[config.mk]
export PLATFORM = sky130hd
export DESIGN_NAME = ex_muldiv_flat
export DESIGN_NICKNAME = d
export VERILOG_FILES = /design/src/rtl/ex_muldiv_if.sv /design/src/rtl/ex_muldiv.sv /design/src/flat_wrapper.sv
export SDC_FILE = /design/constraint.sdc
export NUM_CORES = 2
export LEC_CHECK = 0
export ABC_AREA = 1
export BUFFER_PORTS_ARGS = -buffer_cell sky130_fd_sc_hd__clkbuf_2
export CAP_MARGIN = 20
export CORE_MARGIN = 3
export CORE_UTILIZATION = 30
export CTS_CLUSTER_SIZE = 10
export DETAILED_ROUTE_END_ITERATION = 10
export GPL_ROUTABILITY_DRIVEN = 0
export PLACE_DENSITY = 0.5
export SYNTH_ARGS = -nofsm -noshare
export SYNTH_HDL_FRONTEND = slang
export SYNTH_SLANG_ARGS = --single-unit
[constraint.sdc]
create_clock -name clk -period 7 [get_ports clk]
set_clock_uncertainty 0.2 [all_clocks]
set_input_delay 1.05 -clock clk [delete_from_list [all_inputs] [get_ports clk]]
set_output_delay 1.05 -clock clk [all_outputs]
set_load 0.02 [all_outputs]
[src/rtl/ex_muldiv_if.sv]
// Signals between the ID/EX pipeline register and the EX-stage multiply/divide unit.
// An EX instruction retires on a rising clk edge where md_stall=0; while md_stall=1 the
// master holds ex_opcode/ex_func/ex_rdata_a/ex_rdata_b stable and the slave keeps working.
interface ex_muldiv_if;
   logic [5:0]  ex_opcode;
   logic [5:0]  ex_func;
   logic [31:0] ex_rdata_a;
   logic [31:0] ex_rdata_b;
   logic        md_stall;
   logic [31:0] md_rdata;
   logic [31:0] md_hi;
   logic [31:0] md_lo;
   logic [1:0]  md_state;

   modport master (
      output ex_opcode, ex_func, ex_rdata_a, ex_rdata_b,
      input  md_stall, md_rdata, md_hi, md_lo, md_state
   );

   modport slave (
      input  ex_opcode, ex_func, ex_rdata_a, ex_rdata_b,
      output md_stall, md_rdata, md_hi, md_lo, md_state
   );
endinterface

[src/rtl/ex_muldiv.sv]
// EX-stage multiply/divide unit with HI/LO registers: multi-cycle MULT/MULTU,
// 32-step restoring DIV/DIVU, and MFHI/MFLO/MTHI/MTLO.
module ex_muldiv #(
   parameter int MUL_LAT = 2
) (
   input logic        clk,
   input logic        rst,
   ex_muldiv_if.slave md
);
   typedef enum logic [1:0] {IDLE = 2'd0, MUL = 2'd1, DIV = 2'd2, DONE = 2'd3} state_t;

   localparam logic [5:0] F_MFHI  = 6'h10;
   localparam logic [5:0] F_MTHI  = 6'h11;
   localparam logic [5:0] F_MFLO  = 6'h12;
   localparam logic [5:0] F_MTLO  = 6'h13;
   localparam logic [5:0] F_MULT  = 6'h18;
   localparam logic [5:0] F_MULTU = 6'h19;
   localparam logic [5:0] F_DIV   = 6'h1A;
   localparam logic [5:0] F_DIVU  = 6'h1B;

   state_t      state, state_nxt;
   logic [5:0]  cnt;
   logic [31:0] hi, lo;
   logic [32:0] mul_a, mul_b;
   logic [63:0] rq;
   logic [31:0] dvsr;
   logic        q_neg, r_neg;

   logic        is_r, op_mul, op_div, op_signed, div_zero;
   logic        mul_last, div_last;
   logic [31:0] abs_a, abs_b;
   logic signed [63:0] prod;
   logic [32:0] shl;
   logic        q_bit;
   logic [31:0] rem_nxt;
   logic [63:0] rq_nxt;
   logic [31:0] q_fin, r_fin;

   assign is_r      = (md.ex_opcode == 6'b000000);
   assign op_mul    = is_r && (md.ex_func == F_MULT || md.ex_func == F_MULTU);
   assign op_div    = is_r && (md.ex_func == F_DIV || md.ex_func == F_DIVU);
   assign op_signed = (md.ex_func == F_MULT) || (md.ex_func == F_DIV);
   assign div_zero  = (md.ex_rdata_b == 32'd0);
   assign mul_last  = (cnt == 6'(MUL_LAT - 1));
   assign div_last  = (cnt == 6'd31);

   assign abs_a = (op_signed && md.ex_rdata_a[31]) ? -md.ex_rdata_a : md.ex_rdata_a;
   assign abs_b = (op_signed && md.ex_rdata_b[31]) ? -md.ex_rdata_b : md.ex_rdata_b;

   // Operands are latched 33 bits wide so one signed multiply covers both MULT and MULTU.
   assign prod = $signed(mul_a) * $signed(mul_b);

   // Partial remainder can reach 33 bits after the shift when the divisor exceeds 2^31.
   assign shl     = rq[63:31];
   assign q_bit   = (shl >= {1'b0, dvsr});
   assign rem_nxt = q_bit ? (shl[31:0] - dvsr) : shl[31:0];
   assign rq_nxt  = {rem_nxt, rq[30:0], q_bit};
   assign q_fin   = q_neg ? -rq_nxt[31:0] : rq_nxt[31:0];
   assign r_fin   = r_neg ? -rq_nxt[63:32] : rq_nxt[63:32];

   always_ff @(posedge clk or negedge rst) begin
      if (!rst) state <= IDLE;
      else      state <= state_nxt;
   end

   always_comb begin
      state_nxt = state;
      case (state)
         IDLE: begin
            if (op_mul)      state_nxt = MUL;
            else if (op_div) state_nxt = div_zero ? DONE : DIV;
         end
         MUL:     if (mul_last) state_nxt = DONE;
         DIV:     if (div_last) state_nxt = DONE;
         DONE:    state_nxt = IDLE;
         default: state_nxt = IDLE;
      endcase
   end

   always_comb begin
      md.md_stall = 1'b0;
      case (state)
         IDLE:    md.md_stall = op_mul || op_div;
         MUL:     md.md_stall = 1'b1;
         DIV:     md.md_stall = 1'b1;
         default: md.md_stall = 1'b0;
      endcase
      // Stall drops as soon as reset asserts, even with a mul/div sitting in EX.
      if (!rst) md.md_stall = 1'b0;

      md.md_rdata = 32'd0;
      if (is_r && md.ex_func == F_MFHI)      md.md_rdata = hi;
      else if (is_r && md.ex_func == F_MFLO) md.md_rdata = lo;

      md.md_hi    = hi;
      md.md_lo    = lo;
      md.md_state = state;
   end

   always_ff @(posedge clk or negedge rst) begin
      if (!rst) begin
         cnt   <= 6'd0;
         hi    <= 32'd0;
         lo    <= 32'd0;
         mul_a <= 33'd0;
         mul_b <= 33'd0;
         rq    <= 64'd0;
         dvsr  <= 32'd0;
         q_neg <= 1'b0;
         r_neg <= 1'b0;
      end else begin
         case (state)
            IDLE: begin
               cnt <= 6'd0;
               if (op_mul) begin
                  mul_a <= {op_signed & md.ex_rdata_a[31], md.ex_rdata_a};
                  mul_b <= {op_signed & md.ex_rdata_b[31], md.ex_rdata_b};
               end else if (op_div) begin
                  if (div_zero) begin
                     lo <= 32'hFFFF_FFFF;
                     hi <= md.ex_rdata_a;
                  end else begin
                     rq    <= {32'd0, abs_a};
                     dvsr  <= abs_b;
                     q_neg <= op_signed & (md.ex_rdata_a[31] ^ md.ex_rdata_b[31]);
                     r_neg <= op_signed & md.ex_rdata_a[31];
                  end
               end else if (is_r && md.ex_func == F_MTHI) begin
                  hi <= md.ex_rdata_a;
               end else if (is_r && md.ex_func == F_MTLO) begin
                  lo <= md.ex_rdata_a;
               end
            end
            MUL: begin
               cnt <= cnt + 6'd1;
               if (mul_last) {hi, lo} <= prod;
            end
            DIV: begin
               cnt <= cnt + 6'd1;
               rq  <= rq_nxt;
               if (div_last) begin
                  lo <= q_fin;
                  hi <= r_fin;
               end
            end
            default: ;
         endcase
      end
   end
endmodule

[src/flat_wrapper.sv]
// flat-port wrapper written by rule: the top's interface ports become plain ports
module ex_muldiv_flat 
#(
   parameter int MUL_LAT = 2
)
  (clk, rst, md_ex_opcode, md_ex_func, md_ex_rdata_a, md_ex_rdata_b, md_md_stall, md_md_rdata, md_md_hi, md_md_lo, md_md_state);
  ex_muldiv_if md_i ();
  input logic clk;
  input logic rst;
  input wire logic [$bits(md_i.ex_opcode)-1:0] md_ex_opcode;
  input wire logic [$bits(md_i.ex_func)-1:0] md_ex_func;
  input wire logic [$bits(md_i.ex_rdata_a)-1:0] md_ex_rdata_a;
  input wire logic [$bits(md_i.ex_rdata_b)-1:0] md_ex_rdata_b;
  output wire logic [$bits(md_i.md_stall)-1:0] md_md_stall;
  output wire logic [$bits(md_i.md_rdata)-1:0] md_md_rdata;
  output wire logic [$bits(md_i.md_hi)-1:0] md_md_hi;
  output wire logic [$bits(md_i.md_lo)-1:0] md_md_lo;
  output wire logic [$bits(md_i.md_state)-1:0] md_md_state;
  assign md_i.ex_opcode = md_ex_opcode;
  assign md_i.ex_func = md_ex_func;
  assign md_i.ex_rdata_a = md_ex_rdata_a;
  assign md_i.ex_rdata_b = md_ex_rdata_b;
  assign md_md_stall = md_i.md_stall;
  assign md_md_rdata = md_i.md_rdata;
  assign md_md_hi = md_i.md_hi;
  assign md_md_lo = md_i.md_lo;
  assign md_md_state = md_i.md_state;
  ex_muldiv #(.MUL_LAT(MUL_LAT)) u_core (.clk(clk), .rst(rst), .md(md_i));
endmodule
==> metrics.csv <==
metric;value;unit
placed_cells;10300;
fillers;19200;
final_common_cell;inv_1;
postSynthCellCount;7452;
end_kind;register;
htree_levels;2;
reg2reg_to;u_core.md.md_hi[15];
clock-sinks;236;
post_drt_wl_per_cell;19.4;µm
cp_slowest_stage_delay;0.54;ns
critical_path.endpoint;u_core.md.md_hi[15];
r2r_start;u_core.mul_b[0];
startpoint_type;register;
slew_headroom;0.161;
syn_avg_cell_area;7.57;µm²
worst_pin_slew;1.26;ns
cts_root_buf;clkbuf_16;
dieArea;193000;µm²
core_area;186000;µm²
start_util;0.303;
cts_tree;built;
ios;177;
setup-tns-final;-23.69;ns
rsz0062_at_grt;true;
finalSetupViolations;47;
syn_area;56400;µm²
fmax;0.129;GHz
final_cell_count_no_fill;10500;
multi_input_area;44300;µm²
grt_max_degree;136;
cp_data_arrival_time;8.07;ns
crit_path_start;u_core.mul_b[0];
finalHoldViolCount;0;
ant_nets;0;
cts_buffers;34;
hp-start;u_core.dvsr[30];
cp.required;7.32;ns
synth-edff-count;0;
rows;158;
ys_dominant_reg_cell;dfrtp_1;
critical_path_class;reg2reg;
cpMostUsedCell;fa_1;
cpMaxStageDelayCell;fa_1;
hold_ws;0.288;ns
firstDrtPassIters;6;
worst-path-buf-inv;13;
leakage;39.1;nW
ys_seq_elements;236;
drv_cap;0;
die_h;440;µm
slew_violations;0;
hold_class;reg2reg;
finalCritPeriodShare;1.11;
setup_slack;-0.750;ns
synth_cell_types;61;
seq_area_frac_synth;0.105;
final-seq-area;5930;µm²
final_util;0.378;
reg2reg_slack;-0.75;ns
drc_errors;0;
worst_skew_pair.late_latency;0.60;ns
fin_nets;9498;
crit_fanout;7;
clock_path_buffers;3;
grt_pass1_wl;317000;µm
vdd_ir_drop_max;305;µV
drive_gt1_frac;0.217;
io_buffers;176;
routed_wirelength;205000;µm
clk_pin_slew;0.06;ns
via_per_inst;4.72;
die_w;440;µm
syn_nets;8911;
antenna_found_initial;6;
dp.final_hpwl;171000;µm
most-common-layout-cells;1,938 x inv_1, 1,684 x nand2_1, 1,054 x fa_1;
crit_family;adder cells;
dr_total_vias;49700;
period_needed;7.75;ns
grt.overflow.total;0;
worst-r2r-cell-count;34;
track_usage;0.212;
hold_buffers;0;
violations;negative setup slack;
cp.depth;34;
syn2layout_area_growth;24.9;%
grt_pass1_vias;52100;
status;finished with violations;
drtIter0Drc;3404;
yosys_warnings;0;
async_flop_share;1.00;
power.density;153;nW/µm²
==> what timing repair did <==
action	CTS	global route
pin swaps	214	200
setup endpoints to repair	51	51
setup buffers	78	63
cloned	8	4
resized for setup	530	427
==> stage by stage <==
step	setup WS (ns)	cell area [µm²]	total power [W]
final	-0.750	70500	0.0108
after CTS	-0.712	68600	0.0106
after detailed placement	-1.62	64900	0.00852
after global routing	-0.953	70500	0.0115
after global placement	-1.68	64800	0.00850
after floorplan	-0.393	57000	0.00623
==> worst register-to-register path, delay by kind of cell, from the launching register on <==
| family | cells | cell delay (ns) |
|---|---|---|
| AO/OA/AOI/OAI | 9 | 1.40 |
| adder cells (fa/ha/maj) | 9 | 4.31 |
| buffers and inverters | 13 | 1.09 |
| flip-flops | 1 | 0.41 |
| AND/OR/NAND/NOR | 3 | 0.29 |
==> cell families (layout without fill, tap and decap cells) <==
| group | Yosys count | after routing | share of synthesized area |
|---|---|---|---|
| buffers and inverters | 2472 | 3079 | 0.166 |
| AND/OR/NAND/NOR | 2468 | 2468 | 0.178 |
| adder cells (fa/ha/maj) | 1381 | 1381 | 0.456 |
| AO/OA/AOI/OAI | 782 | 782 | 0.0769 |
| flip-flops | 236 | 236 | 0.105 |
| XOR/XNOR | 101 | 101 | 0.0157 |
| multiplexers | 12 | 12 | 0.00240 |
| other | 0 | 4 | 0 |
==> cell type report <==
class | instances | share of cell area
multi-input combinational | 4744 | 0.628
timing repair buffer | 922 | 0.116
inverter | 2101 | 0.112
sequential | 236 | 0.0842
tap | 2480 | 0.0440
clock buffer | 43 | 0.0131
clock inverter | 13 | 0.00233
antenna | 4 | 0.000142
==> per-layer routing <==
layer | global-route usage | up-vias | routed length [µm]
li1 | - | 22900 | -
met1 | 0.300 | 25100 | 92000
met2 | 0.341 | 1530 | 93100
met3 | 0.0246 | 263 | 12100
met4 | 0.0602 | 2 | 7420
met5 | 0 | - | 7
==> Yosys cell counts (4+ instances only) <==
library cell	count	area share
nand3_1	196	0.017
nand3b_1	7	0.00093
o21ai_0	320	0.028
nand4_1	45	0.0050
nor2_4	6	0.0012
o31ai_1	4	0.00053
inv_2	10	0.00067
o21a_1	6	0.00080
buf_4	4	0.00053
nor4_1	10	0.0011
a21o_1	12	0.0016
o22ai_1	73	0.0081
a21oi_1	226	0.020
nor2_1	303	0.020
nand2_1	1773	0.12
nor2_2	10	0.0011
a21boi_0	4	0.00053
nor3_1	45	0.0040
o21ai_1	30	0.0027
o221ai_1	11	0.0017
clkbuf_1	333	0.022
a31oi_1	37	0.0041
dfrtp_1	236	0.10
fa_1	1126	0.40
inv_1	2089	0.14
a22oi_1	5	0.00067
o311ai_0	6	0.00093
o211ai_1	22	0.0029
xor2_1	72	0.011
buf_2	15	0.0013
nand2_2	28	0.0031
xnor2_1	29	0.0045
buf_1	15	0.0010
or2_2	24	0.0027
ha_1	255	0.057
mux2_2	12	0.0024
o21bai_1	8	0.0011
==> power by group <==
part | internal [W] | switching (W)
clock | 0.00102 | 0.000806
combinational | 0.00195 | 0.00488
sequential | 0.00172 | 0.000417
==> worst min path at each step <==
stage / depth (start not counted) / to / slack (ns)
after global placement: 2 / u_core.dvsr[15] / 0.27
final: 2 / u_core.dvsr[30] / 0.29
after CTS: 2 / u_core.dvsr[30] / 0.29
after detailed placement: 2 / u_core.dvsr[17] / 0.28
after floorplan: 2 / u_core.dvsr[31] / 0.25
after global routing: 2 / u_core.dvsr[28] / 0.31
==> flip-flops by register name, summed over array words and instances, names as in the netlist, 2 cells and up <==
signal and flops:
u_core.rq 64, u_core.mul_a 33, u_core.mul_b 33, u_core.dvsr 32
u_core.md.md_hi 32, u_core.md.md_lo 32, u_core.cnt 6, u_core.md.md_state 2
No activity file was read; power rests on OpenSTA's default activity.
